[config.mk]
export PLATFORM = sky130hd
export DESIGN_NAME = lift_travel_timer
export DESIGN_NICKNAME = d
export VERILOG_FILES = /design/src/rtl/lift_pkg.sv /design/src/rtl/lift_floor_counter.sv /design/src/rtl/lift_travel_timer.sv
export SDC_FILE = /design/constraint.sdc
export NUM_CORES = 1
export LEC_CHECK = 0
export CAP_MARGIN = 20
export CORE_UTILIZATION = 30
export CTS_CLUSTER_SIZE = 12
export DETAILED_ROUTE_END_ITERATION = 12
export GPL_ROUTABILITY_DRIVEN = 0
export GPL_TIMING_DRIVEN = 0
export PLACE_DENSITY = 0.81
export REMOVE_ABC_BUFFERS = 1
export SETUP_SLACK_MARGIN = 0.2
export SLEW_MARGIN = 25
export SYNTH_ARGS = -nofsm -noshare
export SYNTH_HDL_FRONTEND = slang
export SYNTH_SLANG_ARGS = --single-unit
[constraint.sdc]
create_clock -name clk -period 2.75 [get_ports clk]
set_clock_uncertainty 0.2 [all_clocks]
set_input_delay 0.55 -clock clk [delete_from_list [all_inputs] [get_ports clk]]
set_output_delay 0.55 -clock clk [all_outputs]
set_load 0.005 [all_outputs]
[src/rtl/lift_pkg.sv]
// lift_pkg: controller state codes, default floor count and the travel-timer FSM states
package lift_pkg;
  localparam logic [31:0] STATE_DOOR_OPEN  = 32'd1;
  localparam logic [31:0] STATE_DOOR_CLOSE = 32'd2;
  localparam logic [31:0] STATE_READY      = 32'd3;
  localparam logic [31:0] STATE_MOVE_UP    = 32'd4;
  localparam logic [31:0] STATE_MOVE_DOWN  = 32'd5;
  localparam int DEFAULT_NUM_FLOORS = 11;
  typedef enum logic [1:0] {IDLE, TRAVEL, ARRIVED} timer_state_t;
endpackage

[src/rtl/lift_floor_counter.sv]
// lift_floor_counter: modulo-CYCLES counter with clear/enable and a terminal-count pulse
module lift_floor_counter #(
  parameter int CYCLES = 8
) (
  input  logic clk,
  input  logic rst,
  input  logic clr,
  input  logic en,
  output logic tc
);
  localparam int W = CYCLES > 1 ? $clog2(CYCLES) : 1;
  logic [W-1:0] cnt;
  assign tc = en && cnt == W'(CYCLES - 1);
  // count enabled cycles, wrapping to zero on terminal count
  always_ff @(posedge clk)
    if (rst || clr) cnt <= '0;
    else if (en) cnt <= tc ? '0 : cnt + W'(1);
endmodule

[src/rtl/lift_travel_timer.sv]
// lift_travel_timer: models car travel per floor and pulses reached when the target floor is hit
module lift_travel_timer
  import lift_pkg::*;
#(
  parameter int CYCLES_PER_FLOOR = 8,
  parameter int NUM_FLOORS = DEFAULT_NUM_FLOORS,
  parameter int FLOOR_W = 4
) (
  input  logic               clk,
  input  logic               rst,
  input  logic [31:0]        current_state,
  input  logic [31:0]        nfloor,
  input  logic [31:0]        pfloor,
  output logic               reached,
  output logic [FLOOR_W-1:0] car_floor,
  output logic               moving,
  output logic               travel_dir,
  output logic               fault
);
  timer_state_t state;
  logic tc, match, at_limit, is_up, is_move;
  logic [FLOOR_W-1:0] step_floor;
  logic [31:0] car32, step32;
  assign is_up = current_state == STATE_MOVE_UP;
  assign is_move = is_up || current_state == STATE_MOVE_DOWN;
  assign match = current_state == (travel_dir ? STATE_MOVE_UP : STATE_MOVE_DOWN);
  assign at_limit = travel_dir ? car_floor == FLOOR_W'(NUM_FLOORS - 1) : car_floor == '0;
  assign step_floor = travel_dir ? car_floor + FLOOR_W'(1) : car_floor - FLOOR_W'(1);
  assign car32 = 32'(car_floor);
  assign step32 = 32'(step_floor);
  lift_floor_counter #(.CYCLES(CYCLES_PER_FLOOR)) u_cnt (
    .clk(clk),
    .rst(rst),
    .clr(state != TRAVEL || !match),
    .en(state == TRAVEL),
    .tc(tc)
  );
  // travel FSM; the car floor register is the authoritative position
  always_ff @(posedge clk)
    if (rst) begin
      state <= IDLE;
      car_floor <= '0;
      reached <= 1'b0;
      moving <= 1'b0;
      travel_dir <= 1'b1;
      fault <= 1'b0;
    end else begin
      reached <= 1'b0;
      case (state)
        IDLE:
          if (is_move) begin
            if (nfloor >= 32'(NUM_FLOORS)) fault <= 1'b1;
            else begin
              if (pfloor != car32) fault <= 1'b1;
              if (nfloor == car32) begin
                state <= ARRIVED;
                reached <= 1'b1;
              end else if (is_up == (nfloor > car32)) begin
                state <= TRAVEL;
                moving <= 1'b1;
                travel_dir <= is_up;
              end else begin
                fault <= 1'b1;
                state <= ARRIVED;
                reached <= 1'b1;
              end
            end
          end
        TRAVEL:
          if (!match) begin
            fault <= 1'b1;
            state <= IDLE;
            moving <= 1'b0;
          end else if (tc) begin
            if (at_limit) begin
              fault <= 1'b1;
              state <= ARRIVED;
              reached <= 1'b1;
              moving <= 1'b0;
            end else begin
              car_floor <= step_floor;
              if (nfloor == step32 || (travel_dir ? nfloor < step32 : nfloor > step32)) begin
                fault <= fault | (nfloor != step32);
                state <= ARRIVED;
                reached <= 1'b1;
                moving <= 1'b0;
              end
            end
          end
        ARRIVED: state <= IDLE;
        default: state <= IDLE;
      endcase
    end
endmodule

==> impl_results.md, run 1 <==
- Combinational power share: 35.7%
- Buffers on Ports: 105
- DR DRC count: 0
- Leakage power: 0.001134 uW
- Vias: 1800
- Antenna fix cells: 0
- Nets@finish: 393
- Least-Margin Pin Slew: 0.7114 ns
- Post-synth cell types: 43
- Die width: 69.09 um
- Footprint of the multi-input gates: 0.001294 sq mm
- Flops & latches, synth: 13
- CP Capture Type: register
- Starting Density: 31.01%
- Max Cap Viol: 0
- Top FF cell, synth: dfxtp_1
- Switch Pwr: 144.5 uW
- Number of synthesized flops with an enable pin: 0
- Layout cells sized above 1: 27.40%
- Minimum setup slack among reg-to-reg paths: 0.09 ns
- 1st-iter DRT viols: 65
- Status: complete, no violations
- Fin crit period: 2.660 ns
- Sw frac: 25.24%
- CP Class: register to register
- Hpwl dp: 3609 um
- Period utilisation layout: 96.71%
- Pwr dens: 197.0 mW/mm^2
- Hold depth: 1
- Synth-to-Final Area Change: 115.3%
- Placed cell count: 319
- Post-CTS Hold Buffers: 0
- Reg power frac: 32.4%
- Total Routing Usage GR: 18.13%
- Crit path DAT: 2.65 ns
- Int Pwr: 428.0 uW
- Total core area: 0.004354 sq mm
- Fin. max-slew vios: 0
- Register Area: 274.0 sq um
- Asr flop ratio synth: 0%
- CP max stage delay: 0.37 ns
- Final std cells w/o fill: 333
- Total die area: 0.004773 sq mm
- Yosys warning count: 0
- TritonCTS clock tree: yes
- Startpoint Class: register
- Slowest-stage cell, CP: dfxtp_4
- Worst Hold Class: register to register
- Routed Antenna Nets: 0
- Largest net degree at the start of global routing: 9
- Global-route wire length before repair: 7265 um
- DRT Pass-1 Iters: 6
- H-tree depth: 1
- VDD IR max: 0.1384 mV
- TritonCTS buffer count: 3
- Synth Instances: 162
- Sink Count: 13
- Fill cells: 313
- Root buf cell: clkbuf_8
- Initial antenna violation count: 0
- Reg2Reg Depth: 11
- Final setup viols: 0
- WP data required: 2.74 ns
- Seq/Total Area, Yosys: 19.28%
- Total chip power: 572.5 uW
- Fin Hold WS: 0.2476 ns
- Final Hold Fails: 0
- Clock power frac: 31.9%
- Routed WL per cell: 14.91 um
- CP most frequent cell: a21oi_2
- Rows: 24
- Avg Synthesized Cell Area: 8.334 sq um
- Cell Area, Synth: 0.001350 sq mm
- Die Ht: 69.09 um
- Gr ovfl total: 0
- Max clock buf depth: 2
- Worst-path fanout max: 6
- # IOs: 106
- Clk slew on worst S/H paths: 0.06 ns
- Vias in the first global route: 1718
- Total wire length: 4966 um
- Slew HR: 52.36%
- Maximum clock frequency: 0.3760 GHz
- Unrepaired setup endpoints after global routing: yes
- Vias per std cell: 5.405
- Critical path cell sequence: ha_4 -> a21o_1 -> a21oi_2 -> xnor2_2 -> ha_4 -> a21oi_2 -> o21ai_2 -> a21boi_2 -> o22ai_4 -> a211o_1 -> a21oi_2
- Clock latency reported for the late side of the worst-skew pair: 0.26 ns
flip-flops by register name (all words and copies together) (netlist names):
register    count
car_floor       4
fault           1
moving          1
reached         1
state           2
travel_dir      1
u_cnt.cnt       3
timing repair:
| item | CTS | global route |
|---|---|---|
| buffers inserted | 4 | 6 |
| endpoints found under the setup margin | 6 | 12 |
| gates resized for setup | 22 | 53 |
| pin swaps | 15 | 40 |
metrics by stage:
step / setup slack, ns / setup TNS, ns / area (sq um) / utilization (%)
after floorplan: 0.03856 / 0 / 1350 / -
after global placement: -0.2281 / -1.068 / 2466 / 56.64
after detailed placement: -0.2757 / -1.374 / 2466 / 56.64
after global routing: 0.001874 / 0 / 2907 / 66.75
final: 0.09040 / 0 / 2907 / 66.75
after CTS: 0.1982 / 0 / 2624 / 60.26
kinds of logic (layout without fill, tap and decap cells):
kind of cell               count (synthesis)  after routing  share of synthesized area, %
AOI/OAI and AO/OA                         28             28                         14.18
DFF                                       13             13                         19.28
buffers and inverters                     13            132                         3.615
xor gates and xnor gates                  11             11                         7.136
adders and majority gates                 13             13                         12.60
muxes                                      1              1                        0.7415
and+or+nand+nor                           83             83                         42.45
Yosys cell counts (2+ instances only):
library cell | count | area (sq um)
xnor2_1 | 7 | 61.31
or2_0 | 2 | 12.51
nand3_1 | 5 | 25.02
nor4_2 | 13 | 162.7
inv_1 | 10 | 37.54
xor2_1 | 4 | 35.03
o221ai_1 | 2 | 17.52
nand4_2 | 2 | 25.02
o21ai_1 | 3 | 15.01
a21o_1 | 2 | 15.01
nor4_1 | 12 | 75.07
dfxtp_1 | 13 | 260.3
inv_2 | 3 | 11.26
ha_1 | 12 | 150.1
and2_1 | 2 | 12.51
nor2_1 | 9 | 33.78
nand4_1 | 8 | 50.05
nand2_2 | 2 | 12.51
nor3b_1 | 2 | 15.01
nor3_1 | 8 | 40.04
a21oi_1 | 9 | 45.04
nand2_1 | 11 | 41.29
power by group through the flow:
stage	Combinational, uW	Sequential [uW]	Clock (uW)
2_1_floorplan	32.3	192	0
3_3_place_gp	187	192	0
3_5_place_dp	191	192	0
4_1_cts	197	186	177
5_1_grt	220	185	187
6_report	205	185	183
cell type report:
| class | instances | share of cell area [%] |
|---|---|---|
| Multi-Input combinational cell | 136 | 44.51 |
| Timing Repair Buffer | 115 | 40.46 |
| Sequential cell | 13 | 9.427 |
| Tap cell | 52 | 2.238 |
| Inverter | 13 | 1.765 |
| Clock buffer | 3 | 1.421 |
| Clock inverter | 1 | 0.1722 |
worst max-delay path, delay by kind of cell, from the launching register on:
family,cells,cell delay (ns)
flops,1,0.37
fa+ha+maj,2,0.48
xor+xnor,1,0.16
compound gates,8,1.37
worst paths after layout:
kind,startpoint,end
setup / recovery,car_floor[1],reached
hold reg to reg,u_cnt.cnt[0],u_cnt.cnt[0]
hold / removal,u_cnt.cnt[0],u_cnt.cnt[0]
setup reg to reg,car_floor[1],reached
layout by cell type (no fill, tap or decap), drive strengths merged, types with 2 or more instances in the layout:
cell	n
a21o	2
nand2	13
inv	13
xor2	4
o221ai	2
dlygate4sd2	3
nor4	26
a21oi	10
clkbuf	3
nor3b	2
nor2	9
nand3	5
ha	12
nand4	10
xnor2	7
dlymetal6s2s	20
o21ai	4
or2	3
and2	2
dfxtp	13
buf	10
clkdlybuf4s50	81
nor3	8
per-layer routing:
layer / share of wire, % / global-route usage [%] / routed length (um) / vias up
met1: 40 / 21.13 / 1996 / 831
met4: 1.6 / 8.390 / 81 / 0
met3: 6.5 / 2.485 / 323 / 7
met2: 52 / 32.47 / 2564 / 93
li1: - / - / - / 869
met5: 0 / 0 / 0 / -
No activity file was read; power rests on OpenSTA's default activity.
==> run 2: changes to the inputs <==
--- a/config.mk
+++ b/config.mk
@@ -6,6 +6,7 @@
 export NUM_CORES = 1
 export LEC_CHECK = 0
 export CAP_MARGIN = 20
+export CORE_ASPECT_RATIO = 0.5
 export CORE_UTILIZATION = 30
 export CTS_CLUSTER_SIZE = 12
 export DETAILED_ROUTE_END_ITERATION = 12
==> impl_results.md, run 2 (synthesis gave the netlist of run 1 again) <==
- Status: complete, no violations
- Final setup viols: 0 (unchanged)
- Worst Hold Class: register to register
- Least-Margin Pin Slew: 0.5758 ns (-0.1356 ns)
- Biggest register: car_floor
- Routed WL per cell: 15.89 um (+6.6%)
- Total wire length: 5292 um (+6.6%)
- Total die area: 0.004789 sq mm (+0.34%)
- Reg2Reg Depth: 9 (-2)
- Hold depth: 1 (unchanged)
- Leakage power: 0.001085 uW (-4.4%)
- Total Routing Usage GR: 20.22% (+2.1 points)
- Metal-1 WL: 2183 um (+9.4%)
- Worst-path fanout max: 5 (-1)
- Root buf cell: clkbuf_8
- Routed length on met2: 2585 um (+0.82%)
- Fin. max-slew vios: 0 (unchanged)
- # IOs: 106 (unchanged)
- Max Cap Viol: 0 (unchanged)
- Startpoint Class: register
- Die Ht: 49.44 um (-28%)
- Antenna fix cells: 0 (unchanged)
- Routed Antenna Nets: 0 (unchanged)
- Maximum clock frequency: 0.3747 GHz (-0.34%)
- Gr ovfl total: 0 (unchanged)
- Vias per std cell: 5.444 (+0.72%)
- Sink Count: 13 (unchanged)
- Place WS: -0.3232 ns (-0.04752 ns)
- Max reg flops: 4 (unchanged)
- Clk slew on worst S/H paths: 0.06 ns (about the same)
- Biggest regs: car_floor: 4 flops, u_cnt.cnt: 3 flops, state: 2 flops
- Fin crit period: 2.669 ns (+0.009081 ns)
- Nets@finish: 391 (-0.51%)
- CP Class: register to register
- Total chip power: 558.8 uW (-2.4%)
- Global-route wire length before repair: 7928 um (+9.1%)
- Layout cells sized above 1: 24.37% (-3.0 points)
- Most frequent cells in the layout: clkdlybuf4s50_1, dlymetal6s2s_1, nor4_2
- Clock latency reported for the late side of the worst-skew pair: 0.25 ns (about the same)
- TritonCTS buffer count: 3 (unchanged)
- Vias: 1813 (+0.72%)
- Setup slack after layout: 0.08132 ns (-0.009081 ns)
- TritonCTS clock tree: yes
- Final Hold Fails: 0 (unchanged)
- Slew HR: 61.34% (+9.0 points)
- Crit path DAT: 2.64 ns (about the same)
- DRT Pass-1 Iters: 4 (-2)
- Max clock buf depth: 2 (unchanged)
- DR DRC count: 0 (unchanged)
- Met3 Wirelength: 422 um (+31%)
- Buffers on Ports: 105 (unchanged)
- WP data required: 2.72 ns (-0.02 ns)
- Synth-to-Final Area Change: 109.0%
- Fill cells: 270 (-14%)
- Total core area: 0.004104 sq mm (-5.7%)
- Vias in the first global route: 1803 (+4.9%)
- 1st-iter DRT viols: 124 (+91%)
- Starting Density: 32.90% (+1.9 points)
- CP Capture Type: register
- Largest net degree at the start of global routing: 8 (-1)
- Initial antenna violation count: 0 (unchanged)
- VDD IR max: 0.1385 mV (about the same)
- Pwr dens: 198.1 mW/mm^2 (+0.55%)
- Period utilisation layout: 97.04% (+0.33 points)
- Rows: 16 (-33%)
- Hpwl dp: 4029 um (+12%)
- DR top layer: met4
- Unrepaired setup endpoints after global routing: yes
- H-tree depth: 1 (unchanged)
- Commonest non-fill, non-tap cell in the layout: clkdlybuf4s50_1
- Die width: 96.87 um (+40%)
run 2: cell types whose count changed in the layout (fill, tap and decap cells not counted), moves of 2 or more:
cell,before,now
dlygate4sd2_1,3,1
dlymetal6s2s_1,20,17
clkdlybuf4s50_1,81,84
nor4_2,16,14
nor2_2,1,3
clkbuf_2,0,2
buf_4,9,7
run 2: metrics by stage:
| stage | instances | TNS [ns] | hold WS, ns | area, sq um | utilization (%) |
|---|---|---|---|---|---|
| 6_report | 333 | 0 | 0.2393 | 2821 | 68.75 |
| 3_5_place_dp | 321 | -1.602 | 0.2427 | 2469 | 60.15 |
| 2_1_floorplan | 162 | 0 | 0.2071 | 1350 | - |
| 4_1_cts | 330 | 0 | 0.2490 | 2644 | 64.42 |
| 3_3_place_gp | 321 | -1.114 | 0.2200 | 2469 | 60.15 |
| 5_1_grt | 333 | -0.004166 | 0.2646 | 2821 | 68.75 |
run 2: cell type report:
class                           count  area, sq um  area share, %
Inverter                           13        51.30          1.818
Clock buffer                        4        45.04          1.596
Sequential cell                    13        274.0          9.712
Tap cell                           54        67.56          2.395
Multi-Input combinational cell    136         1237          43.86
Timing Repair Buffer              113         1146          40.62
run 2: worst max-delay path, stage by stage, from the launching register on:
cell and delay (ns):
dfxtp_4 0.39, inv_2 0.10, fa_1 0.48, xor2_2 0.18
ha_1 0.30, nand4_1 0.16, a21boi_2 0.18, o22ai_2 0.10
a211o_1 0.35, a21oi_2 0.15
run 2: final timing paths:
check / start / to / slack [ns]
worst max-delay path: car_floor[0] / reached / 0.08
worst min-delay path: u_cnt.cnt[0] / u_cnt.cnt[0] / 0.24
worst max register to register: car_floor[0] / reached / 0.08
worst min register to register: u_cnt.cnt[0] / u_cnt.cnt[0] / 0.24
run 2: power by group:
group          total (uW)  internal [uW]  switching (uW)
combinational         199            139            60.2
sequential            186            186    0.0000000315
clock                 174            102            71.5
run 2: what timing repair did:
action | CTS | global route
setup endpoints to repair | 6 | 11
resized for setup | 23 | 43
pin swaps | 15 | 23
hold buffers | 0 | 0
setup buffers | 5 | 3
run 2: metal layers:
metal,track usage [%],vias up
met4,4.478,0
met5,0,-
met1,22.89,846
li1,-,860
met2,38.97,91
met3,4.585,16
